**src/rtl/shift_reg_pkg.sv**
```systemverilog
// Shared mode encodings and sizing helper for the universal shift register.
package shift_reg_pkg;

  localparam logic [1:0] MODE_HOLD = 2'b00;
  localparam logic [1:0] MODE_UP   = 2'b01;
  localparam logic [1:0] MODE_DN   = 2'b10;
  localparam logic [1:0] MODE_LOAD = 2'b11;

  // Occupancy counter must represent 0..depth inclusive.
  function automatic int cnt_width(input int depth);
    return $clog2(depth + 1);
  endfunction

endpackage

```
**src/rtl/univ_shift_reg_if.sv**
```systemverilog
// Control, serial/parallel data and status bundle of the universal shift register.
interface univ_shift_reg_if #(
  parameter int WIDTH = 4,
  parameter int DEPTH = 4
);
  import shift_reg_pkg::*;

  localparam int CNT_W = cnt_width(DEPTH);

  logic                   en;
  logic                   clr;
  logic [1:0]             mode;
  logic [WIDTH-1:0]       sin_lo;
  logic [WIDTH-1:0]       sin_hi;
  logic                   sin_vld;
  logic [DEPTH*WIDTH-1:0] pin;
  logic [DEPTH*WIDTH-1:0] pout;
  logic [DEPTH-1:0]       vld;
  logic [WIDTH-1:0]       sout_lo;
  logic [WIDTH-1:0]       sout_hi;
  logic [CNT_W-1:0]       cnt;
  logic                   full;
  logic                   empty;

  modport master (
    output en, clr, mode, sin_lo, sin_hi, sin_vld, pin,
    input  pout, vld, sout_lo, sout_hi, cnt, full, empty
  );

  modport slave (
    input  en, clr, mode, sin_lo, sin_hi, sin_vld, pin,
    output pout, vld, sout_lo, sout_hi, cnt, full, empty
  );

endinterface

```
**src/rtl/shift_stage.sv**
```systemverilog
// One register stage: {valid, data} flop selecting hold / lower neighbour / upper neighbour / load.
module shift_stage #(
  parameter int W = 5
) (
  input  logic         clk,
  input  logic         reset,
  input  logic         i_clr,
  input  logic [1:0]   i_sel,
  input  logic [W-1:0] i_d_lo,
  input  logic [W-1:0] i_d_hi,
  input  logic [W-1:0] i_d_ld,
  output logic [W-1:0] o_q
);
  import shift_reg_pkg::*;

  logic [W-1:0] r_q;
  logic [W-1:0] w_d;

  always_comb begin
    // NOTE: default assignment first so every path drives w_d and no latch is inferred.
    w_d = r_q;
    case (i_sel)
      MODE_UP:   w_d = i_d_lo;
      MODE_DN:   w_d = i_d_hi;
      MODE_LOAD: w_d = i_d_ld;
      default:   w_d = r_q;
    endcase
  end

  // NOTE: non-blocking assignments so all stages sample their neighbours' pre-edge values.
  always_ff @(posedge clk or negedge reset) begin
    if (!reset)     r_q <= '0;
    else if (i_clr) r_q <= '0;
    else            r_q <= w_d;
  end

  assign o_q = r_q;

endmodule

```
**src/rtl/univ_shift_reg.sv**
```systemverilog
// Universal shift register: DEPTH tagged stages with shift-up/down, parallel load and occupancy flags.
module univ_shift_reg #(
  parameter int WIDTH = 4,
  parameter int DEPTH = 4
) (
  input  logic            clk,
  input  logic            reset,
  univ_shift_reg_if.slave bus
);
  import shift_reg_pkg::*;

  localparam int CNT_W = cnt_width(DEPTH);

  logic [WIDTH:0]   w_q [DEPTH];
  logic [1:0]       w_sel;
  logic [CNT_W-1:0] w_cnt;

  // Disabled cycles collapse to HOLD; clr still wins inside each stage.
  assign w_sel = bus.en ? bus.mode : MODE_HOLD;

  for (genvar g = 0; g < DEPTH; g++) begin : g_stage
    logic [WIDTH:0] w_lo;
    logic [WIDTH:0] w_hi;

    if (g == 0) begin : g_lo_edge
      assign w_lo = {bus.sin_vld, bus.sin_lo};
    end else begin : g_lo_mid
      assign w_lo = w_q[g-1];
    end

    if (g == DEPTH - 1) begin : g_hi_edge
      assign w_hi = {bus.sin_vld, bus.sin_hi};
    end else begin : g_hi_mid
      assign w_hi = w_q[g+1];
    end

    shift_stage #(.W(WIDTH + 1)) u_stage (
      .clk    (clk),
      .reset  (reset),
      .i_clr  (bus.clr),
      .i_sel  (w_sel),
      .i_d_lo (w_lo),
      .i_d_hi (w_hi),
      .i_d_ld ({1'b1, bus.pin[g*WIDTH +: WIDTH]}),
      .o_q    (w_q[g])
    );
  end

  always_comb begin
    bus.pout = '0;
    bus.vld  = '0;
    w_cnt    = '0;
    for (int i = 0; i < DEPTH; i++) begin
      bus.pout[i*WIDTH +: WIDTH] = w_q[i][WIDTH-1:0];
      bus.vld[i]                 = w_q[i][WIDTH];
      w_cnt                      = w_cnt + CNT_W'(w_q[i][WIDTH]);
    end
  end

  assign bus.sout_lo = w_q[0][WIDTH-1:0];
  assign bus.sout_hi = w_q[DEPTH-1][WIDTH-1:0];
  assign bus.cnt     = w_cnt;
  assign bus.full    = (w_cnt == CNT_W'(DEPTH));
  assign bus.empty   = (w_cnt == '0);

endmodule

```
**src/flat_wrapper.sv**
```systemverilog
// flat-port wrapper written by rule: the top's interface ports become plain ports
module univ_shift_reg_flat import shift_reg_pkg::*;
#(
  parameter int WIDTH = 4,
  parameter int DEPTH = 4
)
  (clk, reset, bus_en, bus_clr, bus_mode, bus_sin_lo, bus_sin_hi, bus_sin_vld, bus_pin, bus_pout, bus_vld, bus_sout_lo, bus_sout_hi, bus_cnt, bus_full, bus_empty);
  univ_shift_reg_if #(.WIDTH(WIDTH), .DEPTH(DEPTH)) bus_i ();
  input  logic clk;
  input  logic reset;
  input wire logic [$bits(bus_i.en)-1:0] bus_en;
  input wire logic [$bits(bus_i.clr)-1:0] bus_clr;
  input wire logic [$bits(bus_i.mode)-1:0] bus_mode;
  input wire logic [$bits(bus_i.sin_lo)-1:0] bus_sin_lo;
  input wire logic [$bits(bus_i.sin_hi)-1:0] bus_sin_hi;
  input wire logic [$bits(bus_i.sin_vld)-1:0] bus_sin_vld;
  input wire logic [$bits(bus_i.pin)-1:0] bus_pin;
  output wire logic [$bits(bus_i.pout)-1:0] bus_pout;
  output wire logic [$bits(bus_i.vld)-1:0] bus_vld;
  output wire logic [$bits(bus_i.sout_lo)-1:0] bus_sout_lo;
  output wire logic [$bits(bus_i.sout_hi)-1:0] bus_sout_hi;
  output wire logic [$bits(bus_i.cnt)-1:0] bus_cnt;
  output wire logic [$bits(bus_i.full)-1:0] bus_full;
  output wire logic [$bits(bus_i.empty)-1:0] bus_empty;
  assign bus_i.en = bus_en;
  assign bus_i.clr = bus_clr;
  assign bus_i.mode = bus_mode;
  assign bus_i.sin_lo = bus_sin_lo;
  assign bus_i.sin_hi = bus_sin_hi;
  assign bus_i.sin_vld = bus_sin_vld;
  assign bus_i.pin = bus_pin;
  assign bus_pout = bus_i.pout;
  assign bus_vld = bus_i.vld;
  assign bus_sout_lo = bus_i.sout_lo;
  assign bus_sout_hi = bus_i.sout_hi;
  assign bus_cnt = bus_i.cnt;
  assign bus_full = bus_i.full;
  assign bus_empty = bus_i.empty;
  univ_shift_reg #(.WIDTH(WIDTH), .DEPTH(DEPTH)) u_core (.clk(clk), .reset(reset), .bus(bus_i));
endmodule
```
**config.mk**
```make
export PLATFORM = sky130hd
export DESIGN_NAME = univ_shift_reg_flat
export DESIGN_NICKNAME = d
export VERILOG_FILES = /design/src/rtl/shift_reg_pkg.sv /design/src/rtl/univ_shift_reg_if.sv /design/src/rtl/shift_stage.sv /design/src/rtl/univ_shift_reg.sv /design/src/flat_wrapper.sv
export SDC_FILE = /design/constraint.sdc
export NUM_CORES = 1
export LEC_CHECK = 0
export CAP_MARGIN = 40
export CELL_PAD_IN_SITES_DETAIL_PLACEMENT = 0
export CELL_PAD_IN_SITES_GLOBAL_PLACEMENT = 1
export CORE_ASPECT_RATIO = 1.25
export CORE_MARGIN = 1.5
export CORE_UTILIZATION = 30
export CTS_CLUSTER_SIZE = 16
export DETAILED_ROUTE_END_ITERATION = 8
export PLACE_DENSITY_LB_ADDON = 0.08
export SLEW_MARGIN = 20
export SYNTH_ARGS = -nofsm -noshare
export SYNTH_HDL_FRONTEND = slang
export SYNTH_HIERARCHICAL = 1
export SYNTH_SLANG_ARGS = --single-unit
```
**constraint.sdc**
```tcl
create_clock -name clk -period 3.4 [get_ports clk]
set_clock_uncertainty 0.2 [all_clocks]
set_input_delay 1.02 -clock clk [delete_from_list [all_inputs] [get_ports clk]]
set_output_delay 1.02 -clock clk [all_outputs]
set_load 0.01 [all_outputs]
```
* Word-level counts from Yosys, hierarchy flattened *
Index checks and enable logic that the tools add are counted.

storage, ports and cells
  register bits = 20
  word-level logic and storage cells = 22
  output and inout bits = 33

operators by class
  reductions and logical operators = 2
  eq/ne operators = 4
  add/sub/neg operators = 3
  multiplexer cells = 9

operator list
  kind                                           number
  one-hot mux 5 bit (3 select lines)             4
  2-to-1 mux 5 bit                               4
  adder 3 x 1 -> 3 bit                           2
  == test 2 bit, second input constant           2
  nonzero test 4 bit                             1
  == test 3 bit, second input constant           1
  logical NOT 3 bit                              1
  adder 1 x 1 -> 2 bit                           1
  == test 2 x 1 -> 1 bit, second input constant  1
  2-to-1 mux 2 bit                               1

* Longest topological paths before layout *
  depth in word-level cells = 4
  gate-level depth with buffers = 6

* Modules after synthesis *
Netlist, hierarchy kept.

by module, submodules not included
  module          cells an instance  area each (sq um)  instances  seq. area each (sq um)
  shift_stage     23                 280.3              4          125.1
  univ_shift_reg  21                 162.7              1          0.0

* Least setup slack after synthesis *
OpenSTA, ideal clock, no wires.

  path type = register to output
  start = reg u_core.g_stage[3].u_stage.r_q[4]
  end = out bus_full
  cell stages (with the launch flop) = 7
  setup slack = 0.365 ns
  arrival = 1.815 ns
  cells stage by stage = dfrtp_1 > inv_1 > fa_1 > inv_1 > ha_1 > ha_1 > nor3b_2

between the ends
  cells in the longest elaborated chain, start to end = 2

RTL lines
  item                      line                  source
  start: declaration        shift_stage.sv:16     logic [W-1:0] r_q;
  start signal: assignment  shift_stage.sv:34     else r_q <= w_d;
  adder 3 x 1 -> 3 bit      univ_shift_reg.sv:56  w_cnt = w_cnt + CNT_W'(w_q[i][WIDTH]);
  net bus_cnt[1]            flat_wrapper.sv:22    output wire logic [$bits(bus_i.cnt)-1:0] bus_cnt;
  == test 3 bit             univ_shift_reg.sv:63  assign bus.full = (w_cnt == CNT_W'(DEPTH));
  end: declaration          flat_wrapper.sv:23    output wire logic [$bits(bus_i.full)-1:0] bus_full;

The timed path passes the listed nets, and every way through them passes these cells.

* Worst setup path after layout *
  start = reg u_core.g_stage[3].u_stage.r_q[4]
  end = out bus_cnt[2]

between the ends
  cells in the longest elaborated chain, start to end = 1

RTL lines
  item                  line
  adder 3 x 1 -> 3 bit  univ_shift_reg.sv:56
  end: declaration      flat_wrapper.sv:22

Every way passes these cells.

==> flow_summary.ini <==
[run_status]
status = completed

[synth]
synth_ff_type = dfrtp_1
synth_edf_count = 0
yosysSeqAreaShare_pct = 39.0
synthCells = 113
ys_types = 14
avgSynthCellArea_um2 = 11.4
synth_warnings = 6
async_reset_ff_share_pct = 100
synth.ff_latch_count = 20
synth_top_area_cell = dfrtp_1
yosysMostFrequentCell = mux2i_1
yosysTopAreaCellShare_pct = 39.0
syn-cell-area_um2 = 1280
synth_common_cells = 40 x mux2i_1, 20 x dfrtp_1, 20 x o22ai_1
netlist_top_cells_area = dfrtp_1 39%, mux2i_1 31%, o22ai_1 9.7%

[place]
gp_congestion = 0.688
dpl_cell_area_um2 = 1940
io_buffers = 63
dp_cells = 228
dp_hpwl_mm = 2.51

[floorplanning]
die-area_um2 = 4680
pin_count = 64
core-area_um2 = 4100
initial_core_util_pct = 31.3
num_rows = 26
die_h_um = 76.1
die_x_um = 61.5

[timing]
max_freq_mhz = 303
finalCritPeriodShare_pct = 97.0
min_period_ns = 3.30
finalSetupViolCount = 0
grt_setup_unrepaired = false
hold_violations = 0
slew_viol_final = 0

[routing]
drt_first_pass_iters = 4
drc = 0
num_vias = 1077
wl_mm = 3.28
post_drt_wl_per_cell_um = 14.2
drtIter0Drc = 28
postRouteAntennaNets = 0
vias_per_cell = 4.64

[clock_tree]
clockBufferDepth = 2
cts_tree = built
root_buffer = clkbuf_8
cts_max_level = 1
cts_buffers = 3
clkTransAtPathRegs_ns = 0.07
clk_latency_ns = 0.26
cts_hold_buf = 0
cts_num_sinks = 20

[grt]
antenna_found_initial = 0
grt-ovfl-total = 0
grtUsageTotal_pct = 14.7
first_global_vias = 1140
grt_pass1_wl_mm = 5.24
grt_max_degree = 41

[setup_path]
rrSetupSlack_ns = 2.33
critical_path_arrival_ns = 2.08
critPathTopFamily = adder cells
crit_chain = inv_1 -> fa_1 -> inv_1 -> ha_1 -> ha_4 -> clkdlybuf4s50_1
end_kind = output port
worstPathMaxFanout = 3
path_common_cell = inv_1
cp_num_buf_inv = 3
cpMaxStageDelayCell = fa_1
startpoint_type = flip-flop
max_stage_delay_ns = 0.52
required_ns = 2.18
crit_type = reg -> out

[job]
drv_cap = 0

[layout]
layout.nets = 211
fillers = 430
finalInstanceArea_um2 = 2030
final_cells = 232
area_growth_pct = 58.1
drive_above_1_share_pct = 8.52
diodes = 0
largest_reg_flops = 20

[min_path]
hold_path.class = reg -> reg

[power]
ir_worst_vdd_mv = 0.125
power_mw = 0.662
leakagePower_nw = 0.825
power_density_nw_per_um2 = 326
==> final timing paths <==
check | start | to | depth (start not counted)
hold / removal | u_core/g_stage[1].u_stage/o_q[0] | u_core/g_stage[0].u_stage/o_q[0] | 2
hold reg to reg | u_core/g_stage[1].u_stage/o_q[0] | u_core/g_stage[0].u_stage/o_q[0] | 2
setup / recovery | u_core/g_stage[3].u_stage/o_q[4] | bus_cnt[2] | 6
min in group asynchronous | reset | u_core/g_stage[0].u_stage/o_q[2] | 2
max in group asynchronous | reset | u_core/g_stage[3].u_stage/o_q[0] | 2
setup reg to reg | u_core/g_stage[3].u_stage/o_q[4] | u_core/g_stage[2].u_stage/o_q[4] | 3
==> layout make-up <==
type | count | area [µm²] | area share, %
clock buffers | 3 | 41.3 | 2.03
clock inverters | 1 | 30.0 | 1.48
inverters | 5 | 18.8 | 0.925
repair buffers | 68 | 684 | 33.7
multi-input cells | 79 | 684 | 33.7
well taps | 56 | 70.1 | 3.45
flip-flops and latches | 20 | 500 | 24.7
==> layer usage <==
layer  GRT usage, %  vias to the layer above  share of wire [%]
li1               -                      533                  -
met1           19.0                      497                 45
met2           23.6                       43                 48
met3           2.21                        4                5.1
met4           6.38                        0                1.4
met5              0                        -                  0
==> cell usage in the layout (no fill, tap or decap) <==
master and instances:
clkdlybuf4s50_1 59, mux2i_1 40, o22ai_1 20, dfrtp_1 20, inv_1 5, buf_4 4, or2_1 4, nand2b_1 4
conb_1 4, clkbuf_8 3, clkdlybuf4s15_2 2, bufinv_16 1, dlymetal6s2s_1 1, dlygate4sd2_1 1, and2_2 1, and2_1 1
nor3b_2 1, nor3_2 1, fa_1 1, ha_1 1, ha_4 1, buf_12 1
==> logic make-up after synthesis <==
family / Yosys count / synth area share (%)
AND/OR/NAND/NOR: 12 / 6.63
flip-flops: 20 / 39.0
AO/OA/AOI/OAI: 20 / 9.75
other: 1 / 0.292
buffers and inverters: 17 / 9.65
adder cells (fa/ha/maj): 3 / 3.51
multiplexers: 40 / 31.2
==> report_power, final <==
group	internal, mW	switching, mW	leakage [nW]
Combinational	0.0968	0.0653	0.515
Sequential	0.248	0.0103	0.274
Clock	0.157	0.0851	0.0357
Total	0.502	0.161	0.825
==> what timing repair did <==
action                                 CTS  global route
pin swaps                                0             0
cloned                                   0             0
resized for setup                        7             2
buffers inserted                         0             0
endpoints found under the hold margin    0             0
setup endpoints to repair                3             4
==> per-stage QoR <==
step | util [%] | hold slack (ns) | setup slack [ns] | setup TNS (ns)
floorplan | - | 0.418 | 0.365 | 0
global placement | 47.4 | 0.401 | 0.0422 | 0
detailed placement | 47.4 | 0.412 | -0.0209 | -0.0307
CTS | 49.1 | 0.436 | 0.00366 | 0
global route | 49.5 | 0.480 | 0.0160 | 0
finish | 49.5 | 0.432 | 0.102 | 0
==> worst reg2reg max path: stages (launching register included) <==
cell and delay, ns:
dfrtp_1 0.39, buf_4 0.14, mux2i_1 0.12, o22ai_1 0.10
Note: power is estimated with default switching activity, not from simulation.
==> variant, RTL diff (config.mk and constraints unchanged) <==
Reset style: synchronous (`reset`), changed in one clocked block.
--- a/src/rtl/shift_stage.sv
+++ b/src/rtl/shift_stage.sv
@@ -28,7 +28,7 @@
   end
 
   // NOTE: non-blocking assignments so all stages sample their neighbours' pre-edge values.
-  always_ff @(posedge clk or negedge reset) begin
+  always_ff @(posedge clk) begin
     if (!reset)     r_q <= '0;
     else if (i_clr) r_q <= '0;
     else            r_q <= w_d;
Formal check against the unedited RTL: differs if reset is asserted again (counterexample within 4 cycles, from zero or initial values and one cycle with reset low); with reset held inactive, the same outputs for 10 cycles.
==> variant against the unedited design <==
  * Total power shrank 24%
  * First-iteration DRC count grew 18%
  * Non-clock buffer count is 1 lower
  * Design area fell by 6.0%
  * Core utilization is 0.90 points higher
  * Wire length shrank 5.8%
  * Worst hold slack got worse by 51 ps
  * Fmax grew 0.52%
  * Synthesized area is 7.0% lower
  * Combinational power is 30% lower
  * Sequential cell count did not move
  * Sequential power shrank 6%
  * Setup slack improved by 17 ps
  * Sequential share of layout area shrank 3.7 points
==> variant: results (changes against the unedited design) <==
| Metric | Value |
|---|---|
| Status | finished, final reports clean |
| Post-synthesis sequential area ratio | 33.5% (-5.4 points) |
| Met3 wire length | 151 um (-11%) |
| Clk_lat worst skew | 250 ps |
| Max reg flops | 20 (unchanged) |
| Metal-1 WL | 1380 um (-6.4%) |
| Ant. Diodes | 0 (unchanged) |
| Filler cells | 369 (-14%) |
| Initial antenna violation count | 0 (unchanged) |
| Final Non-Filler Cells | 228 (-1.7%) |
| CTS HTree Levels | 1 (unchanged) |
| Top_reg_cell synth | dfxtp_1 |
| First-pass GRT wire length | 4790 um (-8.7%) |
| Sw frac | 23.4% (-0.84 points) |
| Async SR Flop Fraction | 0% (-100 points) |
| Crit-path slowest cell | fa_1 |
| Yosys cell types | 13 (-1) |
| Post-synth top cells | mux2i_1, dfxtp_1, o22ai_1 |
| Wire per inst | 13.6 um (-4.1%) |
| Static Leak | 0.000695 uW (-16%) |
| Final-stage net count | 210 (-0.47%) |
| Crit path DAT | 2060 ps (-20 ps) |
| Top cells by area, synth | dfxtp_1, mux2i_1, o22ai_1 |
| First-iteration detailed-routing DRC count | 33 (+18%) |
| DR WL met2 | 1540 um (-3.0%) |
| Syn Inst Count | 113 (unchanged) |
| Hpwl dp | 2410 um (-4.1%) |
| Clk root buf | clkbuf_8 |
| Share of layout cells above drive strength 1 | 9.77% (+1.2 points) |
| Top routing layer in use | met4 |
| Routed Antenna Nets | 0 (unchanged) |
| VDD IR max | 0.000101 V (-19%) |
| Largest stage delay, worst path | 540 ps (+20 ps) |
| Vias/cell | 4.63 (-0.32%) |
| Vias in the first global route | 1,094 (-4.0%) |
| All-Layer GR Usage | 14.3% (-0.40 points) |
| GP Congestion | 0.632 (-8.2%) |
-- variant: cell count changes after synthesis, sizes merged --
| cell | delta |
|---|---|
| or3b | +4 |
| nand3b | +4 |
| or2 | -4 |
| nand2b | -4 |
| dfxtp | +20 |
| dfrtp | -20 |
-- variant: final timing paths --
| path | cells after the start | endpoint | slack (ps) | start |
|---|---|---|---|---|
| max | 7 | bus_empty | 120 | u_core/g_stage[3].u_stage/o_q[4]$_SDFFE_PP0P_ |
| min | 2 | u_core/g_stage[3].u_stage/o_q[0]$_SDFFE_PP0P_ | 380 | u_core/g_stage[3].u_stage/o_q[0]$_SDFFE_PP0P_ |
| max reg2reg | 3 | u_core/g_stage[1].u_stage/o_q[4]$_SDFFE_PP0P_ | 2380 | u_core/g_stage[1].u_stage/o_q[4]$_SDFFE_PP0P_ |
| min reg2reg | 2 | u_core/g_stage[3].u_stage/o_q[0]$_SDFFE_PP0P_ | 380 | u_core/g_stage[3].u_stage/o_q[0]$_SDFFE_PP0P_ |
-- variant: area by class of cell --
type	count	area (um^2)	share of cell area, %
clock buffers	3	41.3	2.16
inverters	5	18.8	0.984
multi-input cells	79	709	37.2
flip-flops and latches	20	400	21.0
well taps	54	67.6	3.54
repair buffers	67	671	35.1
-- variant: metal layers --
metal	vias to the layer above	track usage, %
met1	483	18.3
met2	38	24.1
met5	-	0
met3	2	2.29
li1	532	-
met4	0	4.80
-- variant: cell families (layout without fill, tap and decap cells) --
group / after synthesis / count (layout) / share of synthesized area [%]
muxes: 40 / 40 / 33.5
adders and majority gates: 3 / 3 / 3.77
buffers and inverters: 17 / 75 / 9.12
and+or+nand+nor: 12 / 12 / 9.22
AOI/OAI and AO/OA: 20 / 20 / 10.5
other: 1 / 4 / 0.314
DFF: 20 / 20 / 33.5
-- variant: power by group through the flow --
stage                     Combinational (uW)  Clock [uW]  Sequential, uW
after floorplan                         54.4           0             249
after global placement                   112           0             248
after detailed placement                 114           0             248
after CTS                                114         159             242
after global routing                     121         169             243
final                                    113         152             242
-- variant: metrics by stage --
stage | area [um^2] | hold WS [ps] | worst slack [ps] | util [%]
6_report | 1910 | 381 | 119 | 50.4
5_1_grt | 1910 | 416 | 2.74 | 50.4
4_1_cts | 1900 | 385 | 13.7 | 50.2
3_5_place_dp | 1860 | 373 | -17.4 | 49.1
3_3_place_gp | 1860 | 367 | 55.1 | 49.1
2_1_floorplan | 1200 | 383 | 377 | -
-- variant: worst register-to-register path, cell delays in order, from the launching register on --
cell,delay (ps)
dfxtp_1,310
buf_4,140
mux2i_1,130
o22ai_1,110
